**src/rtl/cpu_pattern_history_table.sv**
```systemverilog
`default_nettype none
// ============================================================================
// Module      : cpu_pattern_history_table
// Description : Gshare branch-direction predictor for the fetch stage.
//               A table of 2^HIST_WIDTH 2-bit saturating counters is indexed
//               by the fetch PC XOR a speculative global history register
//               (GHR). The prediction qualifies a branch target buffer hit.
//               Execute-stage updates train the counters and, on a
//               mispredict, repair the GHR from the returned snapshot.
// Revision    : 1.0 - initial release
// ----------------------------------------------------------------------------
// Ports:
//   clk               in  : clock, rising edge
//   rst               in  : synchronous, active-high reset
//   predict_addr      in  : fetch PC (bits [1:0] ignored)
//   predict_valid     in  : prediction consumed this cycle, GHR advances
//   predict_taken     out : predicted direction (combinational)
//   predict_ghr       out : GHR snapshot used for this prediction
//   update            in  : resolved conditional branch presented
//   update_addr       in  : PC of the resolved branch
//   update_ghr        in  : snapshot returned when that branch was predicted
//   update_taken      in  : actual outcome
//   update_mispredict in  : direction was mispredicted (qualified by update)
// ============================================================================
module cpu_pattern_history_table #(
  parameter int XLEN       = 32,
  parameter int HIST_WIDTH = 8
) (
  input  logic                  clk,
  input  logic                  rst,
  input  logic [XLEN-1:0]       predict_addr,
  input  logic                  predict_valid,
  output logic                  predict_taken,
  output logic [HIST_WIDTH-1:0] predict_ghr,
  input  logic                  update,
  input  logic [XLEN-1:0]       update_addr,
  input  logic [HIST_WIDTH-1:0] update_ghr,
  input  logic                  update_taken,
  input  logic                  update_mispredict
);

  localparam int         ENTRIES   = 1 << HIST_WIDTH;
  localparam logic [1:0] C_CTR_RST = 2'b01;  // weakly not-taken
  localparam logic [1:0] C_CTR_MAX = 2'b11;
  localparam logic [1:0] C_CTR_MIN = 2'b00;

  logic [1:0]            r_ctr [ENTRIES];
  logic [HIST_WIDTH-1:0] r_ghr;

  logic [HIST_WIDTH-1:0] w_pred_idx;
  logic [HIST_WIDTH-1:0] w_upd_idx;
  logic [1:0]            w_upd_ctr;
  logic [1:0]            w_upd_ctr_next;

  // Only the word-index bits of each PC take part in the hash; the rest are
  // collected here so the intentionally ignored bits are visible in one place.
  logic w_unused_addr_bits;
  assign w_unused_addr_bits = ^{predict_addr[XLEN-1:HIST_WIDTH+2], predict_addr[1:0],
                                update_addr[XLEN-1:HIST_WIDTH+2], update_addr[1:0]};

  assign w_pred_idx = predict_addr[HIST_WIDTH+1:2] ^ r_ghr;
  assign w_upd_idx  = update_addr[HIST_WIDTH+1:2] ^ update_ghr;

  // Read side sees the registered table, so a same-cycle update to the same
  // entry is only visible from the next cycle.
  assign predict_taken = r_ctr[w_pred_idx][1];
  assign predict_ghr   = r_ghr;

  assign w_upd_ctr = r_ctr[w_upd_idx];

  always_comb begin
    w_upd_ctr_next = w_upd_ctr;
    if (update_taken) begin
      if (w_upd_ctr != C_CTR_MAX) w_upd_ctr_next = w_upd_ctr + 2'd1;
    end else begin
      if (w_upd_ctr != C_CTR_MIN) w_upd_ctr_next = w_upd_ctr - 2'd1;
    end
  end

  // Counter table
  always_ff @(posedge clk) begin
    if (rst) begin
      for (int i = 0; i < ENTRIES; i++) begin
        r_ctr[i] <= C_CTR_RST;
      end
    end else if (update) begin
      r_ctr[w_upd_idx] <= w_upd_ctr_next;
    end
  end

  // Global history: a mispredict repair overrides the speculative shift of a
  // prediction made in the same cycle, since that prediction is on the
  // wrong path.
  always_ff @(posedge clk) begin
    if (rst) begin
      r_ghr <= '0;
    end else if (update && update_mispredict) begin
      r_ghr <= {update_ghr[HIST_WIDTH-2:0], update_taken};
    end else if (predict_valid) begin
      r_ghr <= {r_ghr[HIST_WIDTH-2:0], predict_taken};
    end
  end

endmodule
`default_nettype wire

```
**config.mk**
```make
export PLATFORM = sky130hd
export DESIGN_NAME = cpu_pattern_history_table
export DESIGN_NICKNAME = d
export VERILOG_FILES = /design/src/rtl/cpu_pattern_history_table.sv
export SDC_FILE = /design/constraint.sdc
export NUM_CORES = 1
export LEC_CHECK = 0
export BUFFER_PORTS_ARGS = -buffer_cell sky130_fd_sc_hd__buf_2
export CAP_MARGIN = 20
export CORE_ASPECT_RATIO = 0.75
export CORE_UTILIZATION = 40
export DETAILED_ROUTE_END_ITERATION = 10
export PLACE_DENSITY = 0.57
export REMOVE_ABC_BUFFERS = 1
export SLEW_MARGIN = 20
export SYNTH_ARGS = -nofsm -noshare
export SYNTH_HDL_FRONTEND = slang
export SYNTH_SLANG_ARGS = --single-unit
```
**constraint.sdc**
```tcl
create_clock -name clk -period 3.6 [get_ports clk]
set_input_delay 0.72 -clock clk [delete_from_list [all_inputs] [get_ports clk]]
set_output_delay 0.72 -clock clk [all_outputs]
set_load 0.05 [all_outputs]
```
==> flow_summary_export.csv <==
group,metric,value,unit
cts,path_clk_slew,60,ps
sta,worst_pin_slew,1230,ps
floorplan,rows,83,
floorplan,die_h,232,um
route,vias_per_cell,6.51,
pwr,p_leak,0.0138,uW
route,wl,112,mm
global_route,grt_pass1_vias,22198,
yosys,synth_cell_types,48,
pwr,p_per_area,490,nW/um^2
floorplan,die_area,71700,um^2
final_layout,stdcell_area,39100,um^2
cts,cts_num_sinks,520,
placement,place_area,32300,um^2
placement,io_buffers,38,
pwr,power_frac_seq,0.359,
final_layout,fin_util,0.565,
sta,slew_headroom,0.179,
yosys,synth.avg_cell_area,12.0,um^2
sta,finalHoldViolations,0,
setup_path,critical_path_class,"reg -> out",
yosys,synth.most_common_cell,"edfxtp_1",
global_route,grt_pass1_wl,153,mm
route,first_iter_violations,3612,
placement,place.gp.congestion,0.957,
global_route,grt.overflow.total,0,
cts,cts_buffers,52,
route,ant_nets,0,
sta,rsz0062_at_grt,"yes",
sta,drv_slew,0,
yosys,synth_flop_cell,"edfxtp_1",
floorplan,start_util,0.408,
pwr,power.switching,6270,uW
cts,cts.path.max_buffers,3,
cts,htree_levels,2,
setup_path,cp-end-kind,"output port",
yosys,synthTopCellsByArea,"edfxtp_1 54%, mux4_2 11%, nand3_1 4.8%",
cts,insertion_delay,630,ps
global_route,grt_usage,0.296,
yosys,yosys_warnings,0,
pwr,clkPwrFrac,0.283,
yosys,yosys.area.top_type,"edfxtp_1",
cts,tritoncts,"done",
pwr,p_int,12900,uW
pwr,combPwrFrac,0.358,
sta,finalWorstSetupSlack,-638,ps
yosys,postSynthCellCount,2360,
final_layout,drive_gt1_frac,0.450,
sta,fin_worst_skew,32.2,ps
final_layout,syn2layout_area_growth,38.4,%
sta,fin_crit_sh,1.18,
floorplan,core,69200,um^2
yosys,syn_area,28200,um^2
yosys,ys_top_cells_by_count,"512 x edfxtp_1, 272 x nand3_1, 216 x nand2_1",
final_layout,diodes,0,
sta,fmax,236,MHz
yosys,synth_top_area_frac,0.544,
outcome,status,"finished, violations left",
final_layout,final_cells,3653,
floorplan,num_io_pins,87,
global_route,antenna_found_initial,2,
pwr,peakVddDrop,317,uV
setup_path,critPathMaxFanout,13,
route,wl_per_cell,30.6,um
sta,setup_viol,461,
pwr,sw_frac_of_total,0.327,
setup_path,arrival,3520,ps
floorplan,die_w,309,um
yosys,ys_ff_latch,520,
route,first_pass_iters,8,
setup_path,worstSetupStartpointType,"flip-flop",
placement,hpwl,69.4,mm
global_route,grt_max_degree,165,
sta,period_needed,4240,ps
hold_path,min_path_type,"in -> reg",
route,drc_errors,0,
cts,cts_hold_buffers,0,
setup_path,cp.required,2880,ps
setup_path,reg2reg_slack,260,ps
route,vias,23772,
job,max-cap-violations,0,
yosys,seq_area_frac_synth,0.550,
cts,clockRootBuffer,"clkbuf_16",
yosys,postSynth.asyncResetShare,0,
yosys,synth_edf_count,512,
outcome,violations,"setup timing",
placement,dpl.cell_count,3446,
final_layout,fin_nets,2757,
[final timing paths]
path / from / to / cells past startpoint
max: predict_ghr[0] / predict_taken / 10
min: update_ghr[5] / predict_ghr[6] / 4
max reg2reg: predict_ghr[0] / predict_ghr[0] / 14
min reg2reg: predict_ghr[5] / predict_ghr[5] / 2
[metrics by stage]
step                hold WS (ps)  power [uW]  worst slack [ps]   TNS, ps
finish                       532       19200              -638    -37200
detailed placement           589       11200             -1110   -514060
global route                 545       19500              -711    -42700
global placement             588       11100             -1170   -535580
CTS                          530       17600              -608      -815
floorplan                    786        8900             -6220  -4591240
[per-layer routing]
layer,routed length [um],track usage,up-vias
met1,43300,0.427,12023
met2,48200,0.428,1825
met5,13,0,-
met3,16300,0.0845,264
met4,3830,0.0892,2
li1,-,-,9658
[repair_timing]
item | 4_1_cts | 5_1_grt
pin swaps | 40 | 68
hold endpoints to repair | 0 | 0
cloned | 19 | 35
setup buffers | 54 | 31
resized for setup | 129 | 580
setup endpoints to repair | 513 | 493
[cell type report]
| type | instances | area [um^2] |
|---|---|---|
| clock buffer | 75 | 1450 |
| clock inverter | 18 | 165 |
| fill | 5534 | 30100 |
| inverter | 1 | 3.75 |
| multi-input combinational | 1574 | 14500 |
| sequential | 520 | 15500 |
| tap | 935 | 1170 |
| timing repair buffer | 530 | 6230 |
[cell families (layout without fill, tap and decap cells)]
group,after synthesis,after routing,share of synthesized area
xor gates and xnor gates,28,28,0.00935
muxes,248,248,0.147
buffers and inverters,266,624,0.0478
AOI/OAI and AO/OA,347,347,0.0851
adders and majority gates,2,2,0.000797
and+or+nand+nor,949,949,0.160
DFF,520,520,0.550
[layout by cell type (no fill, tap or decap), types with 12 or more instances in the layout]
| master | count |
|---|---|
| nor3_1 | 21 |
| buf_8 | 13 |
| clkbuf_1 | 18 |
| mux2i_1 | 97 |
| a21oi_1 | 31 |
| mux4_2 | 133 |
| nor3_2 | 71 |
| nand3_1 | 131 |
| nand2_1 | 213 |
| buf_2 | 34 |
| nor4_2 | 17 |
| o22ai_1 | 42 |
| a21oi_2 | 22 |
| nor2_1 | 85 |
| nand2b_1 | 102 |
| clkbuf_16 | 84 |
| edfxtp_1 | 512 |
| a211oi_2 | 16 |
| buf_4 | 303 |
| nor2_4 | 36 |
| mux2i_2 | 12 |
| nor3_4 | 65 |
| nand3_2 | 141 |
| buf_6 | 34 |
| buf_12 | 97 |
| nor2_2 | 34 |
| buf_16 | 15 |
| a21o_1 | 162 |
[worst max-delay path, stage by stage, from the launching register on]
cell and delay (ps):
dfxtp_4 370, xor2_4 230, buf_12 210, bufbuf_16 360, mux4_2 550, nand2_1 90
nand3_1 200, nand4_1 190, a41oi_2 210, mux2_4 340, buf_8 150
[power by group through the flow]
stage	Sequential [uW]	Clock, uW	Combinational [uW]
floorplan	6970	0	1930
global placement	6980	0	4160
detailed placement	6990	0	4210
CTS	6860	5430	5300
global route	6880	5650	6980
finish	6870	5430	6860
[sequential cells by signal, summed over array words and instances, names as in the netlist]
register	cells
r_ctr	512
predict_ghr	8
No activity file was read; power rests on OpenSTA's default activity.
